**config.mk**
```make
export PLATFORM = sky130hd
export DESIGN_NAME = warp_scheduler_flat
export DESIGN_NICKNAME = d
export VERILOG_FILES = /design/src/rtl/warp_pkg.sv /design/src/rtl/warp_scheduler_if.sv /design/src/rtl/warp_tag_fifo.sv /design/src/rtl/warp_scheduler.sv /design/src/flat_wrapper.sv
export SDC_FILE = /design/constraint.sdc
export NUM_CORES = 1
export LEC_CHECK = 0
export BUFFER_PORTS_ARGS = -buffer_cell sky130_fd_sc_hd__buf_2
export CELL_PAD_IN_SITES_DETAIL_PLACEMENT = 0
export CELL_PAD_IN_SITES_GLOBAL_PLACEMENT = 1
export CORE_AREA = 2 2 222 224
export DETAILED_ROUTE_END_ITERATION = 6
export DIE_AREA = 0 0 224 226
export PLACE_DENSITY = 0.65
export SLEW_MARGIN = 20
export SYNTH_ARGS = -nofsm -noshare
export SYNTH_HDL_FRONTEND = slang
export SYNTH_SLANG_ARGS = --single-unit
```
**constraint.sdc**
```tcl
create_clock -name bus_clk -period 8.8 [get_ports bus_clk]
set_input_delay 0.88 -clock bus_clk [delete_from_list [all_inputs] [get_ports bus_clk]]
set_output_delay 0.88 -clock bus_clk [all_outputs]
set_load 0.02 [all_outputs]
```
**src/rtl/warp_pkg.sv**
```systemverilog
// Shared constants, debug-visible state encoding and the in-flight tag type
// for the warp scheduler.
package warp_pkg;

    localparam int ELEMS        = 512;
    localparam int LANES        = 8;
    localparam int DATA_W       = 16;
    localparam int MAX_INFLIGHT = 4;
    localparam int CNT_W        = 10;
    localparam int GRP_W        = $clog2(ELEMS / LANES);
    localparam int LANE_W       = $clog2(LANES);
    localparam int GCNT_W       = GRP_W + 1;
    localparam int INF_W        = $clog2(MAX_INFLIGHT) + 1;
    localparam int TAG_W        = GRP_W + LANES;

    // One-hot so the value can drive GPIO_LED directly.
    localparam logic [3:0] ST_IDLE  = 4'b0001;
    localparam logic [3:0] ST_ISSUE = 4'b0010;
    localparam logic [3:0] ST_DRAIN = 4'b0100;
    localparam logic [3:0] ST_DONE  = 4'b1000;

    typedef struct packed {
        logic [GRP_W-1:0] addr;
        logic [LANES-1:0] mask;
    } tag_t;

    // Lanes populated in the final group: low rem bits, or all lanes when rem is 0.
    function automatic logic [LANES-1:0] tail_mask(input logic [LANE_W-1:0] rem);
        logic [LANES-1:0] m;
        if (rem == '0) begin
            m = '1;
        end else begin
            m = (LANES'(1) << rem) - LANES'(1);
        end
        return m;
    endfunction

endpackage

```
**src/rtl/warp_scheduler_if.sv**
```systemverilog
// Buffer and lane-array signals of the warp scheduler, bundled so the
// scheduler (master) and the surrounding datapath (slave) share one port.
interface warp_scheduler_if;
    import warp_pkg::*;

    // Read: in_rd_en with in_rd_addr returns in_rd_data one cycle later.
    // Issue: lane_ready high in cycle t means the group shown in t+1 is taken.
    // Return: lane_out_valid marks one whole group, in issue order, no stall.
    // Write: res_wr_en is a single-cycle strobe with addr, data and mask.
    logic                    in_rd_en;
    logic [GRP_W-1:0]        in_rd_addr;
    logic [LANES*DATA_W-1:0] in_rd_data;
    logic                    lane_ready;
    logic [LANES*DATA_W-1:0] lane_in_data;
    logic [LANES-1:0]        lane_in_valid;
    logic [LANES*DATA_W-1:0] lane_out_data;
    logic                    lane_out_valid;
    logic                    res_wr_en;
    logic [GRP_W-1:0]        res_wr_addr;
    logic [LANES*DATA_W-1:0] res_wr_data;
    logic [LANES-1:0]        res_wr_mask;

    modport master (
        output in_rd_en, in_rd_addr,
        input  in_rd_data,
        input  lane_ready,
        output lane_in_data, lane_in_valid,
        input  lane_out_data, lane_out_valid,
        output res_wr_en, res_wr_addr, res_wr_data, res_wr_mask
    );

    modport slave (
        input  in_rd_en, in_rd_addr,
        output in_rd_data,
        output lane_ready,
        input  lane_in_data, lane_in_valid,
        output lane_out_data, lane_out_valid,
        input  res_wr_en, res_wr_addr, res_wr_data, res_wr_mask
    );

endinterface

```
**src/rtl/warp_tag_fifo.sv**
```systemverilog
// Small synchronous FIFO holding {group index, lane mask} for each group
// issued to the lanes and not yet returned. DEPTH must be a power of two.
module warp_tag_fifo #(
    parameter int DEPTH = 4,
    parameter int WIDTH = 14
) (
    input  logic             clk_i,
    input  logic             rst_ni,
    input  logic             flush_i,
    input  logic             push_i,
    input  logic [WIDTH-1:0] wdata_i,
    input  logic             pop_i,
    output logic [WIDTH-1:0] rdata_o,
    output logic             empty_o,
    output logic             full_o
);

    localparam int PTR_W = (DEPTH > 1) ? $clog2(DEPTH) : 1;

    logic [WIDTH-1:0] mem_q [DEPTH];
    logic [PTR_W-1:0] wr_ptr_q;
    logic [PTR_W-1:0] rd_ptr_q;
    logic [PTR_W:0]   cnt_q;
    logic             do_push;
    logic             do_pop;

    assign full_o  = (cnt_q == (PTR_W+1)'(DEPTH));
    assign empty_o = (cnt_q == '0);
    assign do_push = push_i && !full_o;
    assign do_pop  = pop_i && !empty_o;
    assign rdata_o = mem_q[rd_ptr_q];

    always_ff @(posedge clk_i or negedge rst_ni) begin
        if (!rst_ni) begin
            wr_ptr_q <= '0;
            rd_ptr_q <= '0;
            cnt_q    <= '0;
        end else if (flush_i) begin
            wr_ptr_q <= '0;
            rd_ptr_q <= '0;
            cnt_q    <= '0;
        end else begin
            if (do_push) begin
                wr_ptr_q <= wr_ptr_q + PTR_W'(1);
            end
            if (do_pop) begin
                rd_ptr_q <= rd_ptr_q + PTR_W'(1);
            end
            cnt_q <= cnt_q + (PTR_W+1)'(do_push) - (PTR_W+1)'(do_pop);
        end
    end

    // Storage needs no reset: an entry is only read after it was written.
    always_ff @(posedge clk_i) begin
        if (do_push) begin
            mem_q[wr_ptr_q] <= wdata_i;
        end
    end

endmodule

```
**src/rtl/warp_scheduler.sv**
```systemverilog
// Streams a batch of element groups from the batch buffer through a shared
// lane array and writes each returning group back to the result buffer.
module warp_scheduler
    import warp_pkg::*;
(
    input  logic             bus_clk,
    input  logic             bus_rst_n,
    input  logic             start,
    input  logic             abort,
    input  logic [CNT_W-1:0] count,
    output logic             busy,
    output logic             done,
    output logic             error,
    output logic [3:0]       dbg_state_o,
    warp_scheduler_if.master bus
);

    logic [3:0]              state_q, state_d;
    logic [GCNT_W-1:0]       groups_q, groups_d;
    logic [GCNT_W-1:0]       issued_q, issued_d;
    logic [LANES-1:0]        tail_q, tail_d;
    logic [INF_W-1:0]        inflight_q, inflight_d;
    logic                    error_q, error_d;
    logic                    lane_vld_q;
    logic [LANES-1:0]        lane_mask_q;
    logic                    wr_en_q;
    logic [GRP_W-1:0]        wr_addr_q;
    logic [LANES*DATA_W-1:0] wr_data_q;
    logic [LANES-1:0]        wr_mask_q;

    logic [CNT_W-1:0]        n_elems;
    logic [CNT_W:0]          n_round;
    logic [GCNT_W-1:0]       start_groups;
    logic                    is_issue;
    logic                    rd_en;
    logic                    pop;
    logic                    stray_busy;
    logic                    fifo_empty;
    logic                    fifo_full;
    tag_t                    push_tag;
    tag_t                    head_tag;

    assign n_elems      = (count > CNT_W'(ELEMS)) ? CNT_W'(ELEMS) : count;
    assign n_round      = {1'b0, n_elems} + (CNT_W+1)'(LANES - 1);
    assign start_groups = GCNT_W'(n_round >> LANE_W);

    assign is_issue = (state_q == ST_ISSUE);
    assign busy     = is_issue || (state_q == ST_DRAIN);
    assign done     = (state_q == ST_DONE);
    assign error    = error_q;

    // Abort suppresses issue and return in its own cycle so nothing new is tracked.
    assign rd_en = is_issue && !abort && bus.lane_ready && !fifo_full
                && (issued_q < groups_q) && (inflight_q < INF_W'(MAX_INFLIGHT));
    assign pop        = bus.lane_out_valid && !fifo_empty && !abort;
    assign stray_busy = bus.lane_out_valid && fifo_empty && busy;

    assign push_tag.addr = issued_q[GRP_W-1:0];
    assign push_tag.mask = (issued_q == groups_q - GCNT_W'(1)) ? tail_q : '1;

    warp_tag_fifo #(
        .DEPTH (MAX_INFLIGHT),
        .WIDTH (TAG_W)
    ) u_tag_fifo (
        .clk_i   (bus_clk),
        .rst_ni  (bus_rst_n),
        .flush_i (abort),
        .push_i  (rd_en),
        .wdata_i (push_tag),
        .pop_i   (pop),
        .rdata_o (head_tag),
        .empty_o (fifo_empty),
        .full_o  (fifo_full)
    );

    always_comb begin
        state_d    = state_q;
        groups_d   = groups_q;
        tail_d     = tail_q;
        issued_d   = issued_q + GCNT_W'(rd_en);
        inflight_d = inflight_q + INF_W'(rd_en) - INF_W'(pop);
        error_d    = error_q | stray_busy;
        case (state_q)
            ST_IDLE: begin
                if (start) begin
                    groups_d   = start_groups;
                    tail_d     = tail_mask(n_elems[LANE_W-1:0]);
                    issued_d   = '0;
                    inflight_d = '0;
                    error_d    = 1'b0;
                    state_d    = (n_elems == '0) ? ST_DONE : ST_ISSUE;
                end
            end
            ST_ISSUE: begin
                if (issued_q == groups_q) begin
                    state_d = ST_DRAIN;
                end
            end
            ST_DRAIN: begin
                // The last pop has already been registered into the write stage.
                if (inflight_q == '0) begin
                    state_d = ST_DONE;
                end
            end
            ST_DONE: begin
                state_d = ST_IDLE;
            end
            default: begin
                state_d = ST_IDLE;
            end
        endcase
        if (abort) begin
            state_d    = ST_IDLE;
            issued_d   = '0;
            inflight_d = '0;
        end
    end

    always_ff @(posedge bus_clk or negedge bus_rst_n) begin
        if (!bus_rst_n) begin
            state_q     <= ST_IDLE;
            groups_q    <= '0;
            issued_q    <= '0;
            tail_q      <= '0;
            inflight_q  <= '0;
            error_q     <= 1'b0;
            lane_vld_q  <= 1'b0;
            lane_mask_q <= '0;
            wr_en_q     <= 1'b0;
            wr_addr_q   <= '0;
            wr_data_q   <= '0;
            wr_mask_q   <= '0;
        end else begin
            state_q    <= state_d;
            groups_q   <= groups_d;
            issued_q   <= issued_d;
            tail_q     <= tail_d;
            inflight_q <= inflight_d;
            error_q    <= error_d;
            lane_vld_q <= rd_en;
            if (rd_en) begin
                lane_mask_q <= push_tag.mask;
            end
            wr_en_q <= pop;
            if (pop) begin
                wr_addr_q <= head_tag.addr;
                wr_data_q <= bus.lane_out_data;
                wr_mask_q <= head_tag.mask;
            end
        end
    end

    // Read data arrives the cycle after the strobe and goes straight to the lanes.
    assign bus.in_rd_en      = rd_en;
    assign bus.in_rd_addr    = issued_q[GRP_W-1:0];
    assign bus.lane_in_data  = lane_vld_q ? bus.in_rd_data : '0;
    assign bus.lane_in_valid = lane_vld_q ? lane_mask_q : '0;
    assign bus.res_wr_en     = wr_en_q;
    assign bus.res_wr_addr   = wr_addr_q;
    assign bus.res_wr_data   = wr_data_q;
    assign bus.res_wr_mask   = wr_mask_q;
    assign dbg_state_o       = state_q;

endmodule

```
**src/flat_wrapper.sv**
```systemverilog
// flat-port wrapper written by rule: the top's interface ports become plain ports
module warp_scheduler_flat import warp_pkg::*;
  (bus_clk, bus_rst_n, start, abort, count, busy, done, error, dbg_state_o, bus_in_rd_en, bus_in_rd_addr, bus_in_rd_data, bus_lane_ready, bus_lane_in_data, bus_lane_in_valid, bus_lane_out_data, bus_lane_out_valid, bus_res_wr_en, bus_res_wr_addr, bus_res_wr_data, bus_res_wr_mask);
  warp_scheduler_if bus_i ();
  input  logic bus_clk;
  input  logic bus_rst_n;
  input  logic start;
  input  logic abort;
  input  logic [CNT_W-1:0] count;
  output logic busy;
  output logic done;
  output logic error;
  output logic [3:0] dbg_state_o;
  output wire logic [$bits(bus_i.in_rd_en)-1:0] bus_in_rd_en;
  output wire logic [$bits(bus_i.in_rd_addr)-1:0] bus_in_rd_addr;
  input wire logic [$bits(bus_i.in_rd_data)-1:0] bus_in_rd_data;
  input wire logic [$bits(bus_i.lane_ready)-1:0] bus_lane_ready;
  output wire logic [$bits(bus_i.lane_in_data)-1:0] bus_lane_in_data;
  output wire logic [$bits(bus_i.lane_in_valid)-1:0] bus_lane_in_valid;
  input wire logic [$bits(bus_i.lane_out_data)-1:0] bus_lane_out_data;
  input wire logic [$bits(bus_i.lane_out_valid)-1:0] bus_lane_out_valid;
  output wire logic [$bits(bus_i.res_wr_en)-1:0] bus_res_wr_en;
  output wire logic [$bits(bus_i.res_wr_addr)-1:0] bus_res_wr_addr;
  output wire logic [$bits(bus_i.res_wr_data)-1:0] bus_res_wr_data;
  output wire logic [$bits(bus_i.res_wr_mask)-1:0] bus_res_wr_mask;
  assign bus_in_rd_en = bus_i.in_rd_en;
  assign bus_in_rd_addr = bus_i.in_rd_addr;
  assign bus_i.in_rd_data = bus_in_rd_data;
  assign bus_i.lane_ready = bus_lane_ready;
  assign bus_lane_in_data = bus_i.lane_in_data;
  assign bus_lane_in_valid = bus_i.lane_in_valid;
  assign bus_i.lane_out_data = bus_lane_out_data;
  assign bus_i.lane_out_valid = bus_lane_out_valid;
  assign bus_res_wr_en = bus_i.res_wr_en;
  assign bus_res_wr_addr = bus_i.res_wr_addr;
  assign bus_res_wr_data = bus_i.res_wr_data;
  assign bus_res_wr_mask = bus_i.res_wr_mask;
  warp_scheduler u_core (.bus_clk(bus_clk), .bus_rst_n(bus_rst_n), .start(start), .abort(abort), .count(count), .busy(busy), .done(done), .error(error), .dbg_state_o(dbg_state_o), .bus(bus_i));
endmodule
```
==> results.rst <==
.. list-table::
   :header-rows: 1

   * - Metric
     - Value
   * - Static leakage power
     - 7.44 nW
   * - Overall die area
     - 0.0506 mm²
   * - Clock root cell
     - clkbuf_16
   * - Max rail drop VDD
     - 0.137 mV
   * - Total global routing overflow
     - 0
   * - Headroom to the max-slew limit
     - 30.9%
   * - Share of post-route cells with drive strength above 1
     - 48.2%
   * - Row count
     - 81
   * - Resize count post-CTS
     - 0
   * - Number of max-slew violations in the final report
     - 0
   * - Crit path kind
     - reg2out
   * - First-pass GRT wire length
     - 53,600 µm
   * - Unrepaired setup endpoints after global routing
     - no
   * - Reg-to-reg setup timing slack
     - 5.35 ns
   * - Worst path arrival time
     - 2.94 ns
   * - Pin slew with the least headroom to its limit
     - 1.04 ns
   * - Placed wire-length estimate
     - 29,400 µm
   * - # IOs
     - 565
   * - CP endpoint kind
     - output pin
   * - Final nets
     - 1,667
   * - Global-route usage over all layers
     - 13.9%
   * - Area of the placeable core
     - 0.0483 mm²
   * - Ratio of routed vias to standard cells
     - 4.14
   * - Starting Density
     - 22.8%
   * - Mapped Cells
     - 826
   * - Hold Path Class
     - in2async
   * - CP startpoint kind
     - flip-flop
   * - Final standard cell area without fillers
     - 0.0154 mm²
   * - Period Utilization, post-route
     - 43.4%
   * - CTS Hold Buffers Added
     - 0
   * - Synth async-reset ratio
     - 77.1%
   * - Depth of the most critical reg-to-reg path
     - 12
   * - Top post-synthesis cells by area
     - dfrtp_1, edfxtp_1, mux2_1
   * - Reg power frac
     - 38.9%
   * - Final Skew
     - 0.0176 ns
   * - Final weighted congestion in routability-driven placement
     - 0.987
   * - Clock buffer count from CTS
     - 29
   * - Placed instance count
     - 1,964
   * - Synth Flop Type
     - dfrtp_1
   * - Leading cell type by number of instances after synthesis
     - dfrtp_1
   * - Synth top cells by count
     - dfrtp_1, and2_1, mux2_1
   * - Final total negative setup slack
     - 0 ns
   * - # H-tree levels
     - 1
   * - Clock tree sinks
     - 245
   * - Final antenna-violating net count
     - 0
   * - Via count of the first global-routing pass
     - 8,265
   * - Number of buffer cells added on primary ports
     - 564
   * - Number of warnings reported in the yosys synthesis log
     - 0
   * - Cell area after technology mapping
     - 0.0110 mm²
   * - Internal power
     - 2.88 mW
   * - DR vias
     - 8,348
   * - Number of iterations in the first detailed-routing pass
     - 6
   * - Reg-to-Reg Start
     - u_core.issued_q[5]$_DFF_PN0_
   * - Clock tree buffer depth
     - 3
   * - Clock tree from TritonCTS
     - done
   * - Switching Power
     - 1.61 mW
   * - Final-layout fill cell count
     - 4,998
   * - Pin count of the biggest net entering global routing
     - 137
   * - Die Ht
     - 226 µm
   * - Number of distinct standard cells referenced by the synthesized netlist
     - 56
   * - Worst-Skew Late Latency
     - 0.57 ns
   * - Status
     - completed
   * - Synthesized netlist net count
     - 1,120
   * - Flip-flop and latch count after synthesis
     - 245
   * - Clock-pin transition on the worst setup and hold timing paths
     - 0.06 ns
   * - Min Clock Period, post-route
     - 3.82 ns
   * - Relative contribution of the clock network to total power
     - 26.8%
   * - Width of the chip
     - 224 µm
   * - DRC violations left
     - 0
   * - FF-to-FF End
     - u_core.inflight_q[2]$_DFF_PN0_
   * - # Post-CTS Setup Buffers
     - 0
   * - Number of antenna violations at the first check in global routing
     - 4
   * - Maximum Capacitance Violations
     - 0
   * - Average footprint of a synthesized cell
     - 13.3 µm²
   * - Cell accounting for the most synthesized area
     - dfrtp_1
   * - Number of setup violations in the final report
     - 0
   * - Worst EP required
     - 7.92 ns
   * - Switching Share
     - 35.9%
   * - Post-synth EDFFs
     - 56
   * - Share of power burned in combinational logic
     - 34.2%
   * - Number of hold-slack violations in the final timing report
     - 0
   * - PD cells
     - 292 mW/mm²
   * - Sequential share of the synthesized area
     - 58.2%
   * - Growth of design area from synthesis to finish
     - 39.8%
   * - Peak Freq
     - 262 MHz
   * - Critical Path Fanout Max
     - 20
   * - Final routed wire length divided by cell count
     - 18.4 µm
   * - Total wire length after detailed routing
     - 37,200 µm
   * - Placed instance area
     - 0.0144 mm²
   * - Final hold slack
     - 0.274 ns
   * - Number of cells in the finished layout apart from fillers
     - 2,016
   * - Number of DRC markers after the initial detailed-route iteration
     - 478
   * - Total power draw
     - 4.49 mW
   * - Proportion of netlist area held by the largest area contributor
     - 42.7%
## power by group through the flow
stage	combinational (mW)	sequential, mW	clock, mW
floorplan	0.570	2.14	0
global placement	1.54	1.76	0
detailed placement	1.56	1.77	0
CTS	1.57	1.75	1.25
global route	1.67	1.81	1.29
finish	1.54	1.75	1.21
## final cells by class
class	count	area [µm²]	area share [%]
flip-flops and latches	245	6410	41.7
multi-input cells	511	4300	27.9
repair buffers	569	2870	18.6
clock buffers	36	782	5.08
well taps	622	778	5.06
clock inverters	15	183	1.19
inverters	17	63.8	0.415
diodes	1	2.50	0.0163
## state kept, by name, summed over array words and instances (netlist names), 3 cells and up
name	flops
u_core.bus.res_wr_addr	6
u_core.u_tag_fifo.cnt_q	3
u_core.lane_mask_q	8
u_core.groups_q	7
u_core.bus.res_wr_mask	8
u_core.dbg_state_o	4
u_core.tail_q	8
u_core.issued_q	7
u_core.inflight_q	3
u_core.u_tag_fifo.mem_q	56
u_core.bus.res_wr_data	128
## stage by stage
stage	utilization (%)	setup WS (ns)
floorplan	-	5.72
global placement	29.8	5.26
detailed placement	29.8	5.23
CTS	31.8	4.93
global route	31.8	4.72
finish	31.8	4.98
## how the worst max path moves through the flow
stage / from / endpoint / slack [ns] / cells past startpoint
finish: u_core.issued_q[5]$_DFF_PN0_ / bus_in_rd_en / 4.98 / 6
global route: u_core.issued_q[5]$_DFF_PN0_ / bus_in_rd_en / 4.72 / 6
CTS: u_core.issued_q[5]$_DFF_PN0_ / bus_in_rd_en / 4.93 / 6
detailed placement: abort / u_core.inflight_q[2]$_DFF_PN0_ / 5.23 / 12
global placement: abort / u_core.inflight_q[2]$_DFF_PN0_ / 5.26 / 12
floorplan: bus_lane_out_valid / u_core.u_tag_fifo.cnt_q[2]$_DFF_PN0_ / 5.72 / 12
## cells in the final DEF (no fill, tap or decap), types with 9 or more instances in the layout
cell type	netlist	layout
nor2_1	32	31
buf_2	9	563
edfxtp_1	56	56
nand2b_1	13	13
ha_1	20	20
mux2_1	109	109
mux2_2	34	34
or3_1	9	9
mux4_2	14	14
nand3_1	10	10
inv_1	16	16
xor2_1	9	9
and2_1	144	144
clkbuf_16	0	29
dfrtp_1	188	186
nand2_1	17	17
xnor2_1	14	14
## routing by layer
metal / global-route usage (%) / share of wire, %
met3: 3.29 / 7.2
met4: 2.71 / 1.6
met2: 20.0 / 43
met1: 21.0 / 48
met5: 0 / 0.022
## critical path, cell delays in order, from the launching register on
cell and delay [ns]:
dfrtp_1 0.53, ha_1 0.41, nand4_1 0.13, a21oi_1 0.23
a2111o_1 0.66, inv_2 0.18, buf_2 0.23
## logic make-up (layout without fill, tap and decap cells)
kind of cell	count (synthesis)	count (layout)	share of synthesized area, %
simple gates	261	261	13.8
mux	159	159	17.7
fa+ha+maj	22	22	2.64
xor+xnor	23	23	1.83
buf+inv	70	637	2.76
other cells	0	1	0
flops	245	245	58.2
compound gates	46	46	3.09
Note: power is estimated with default switching activity, not from simulation.
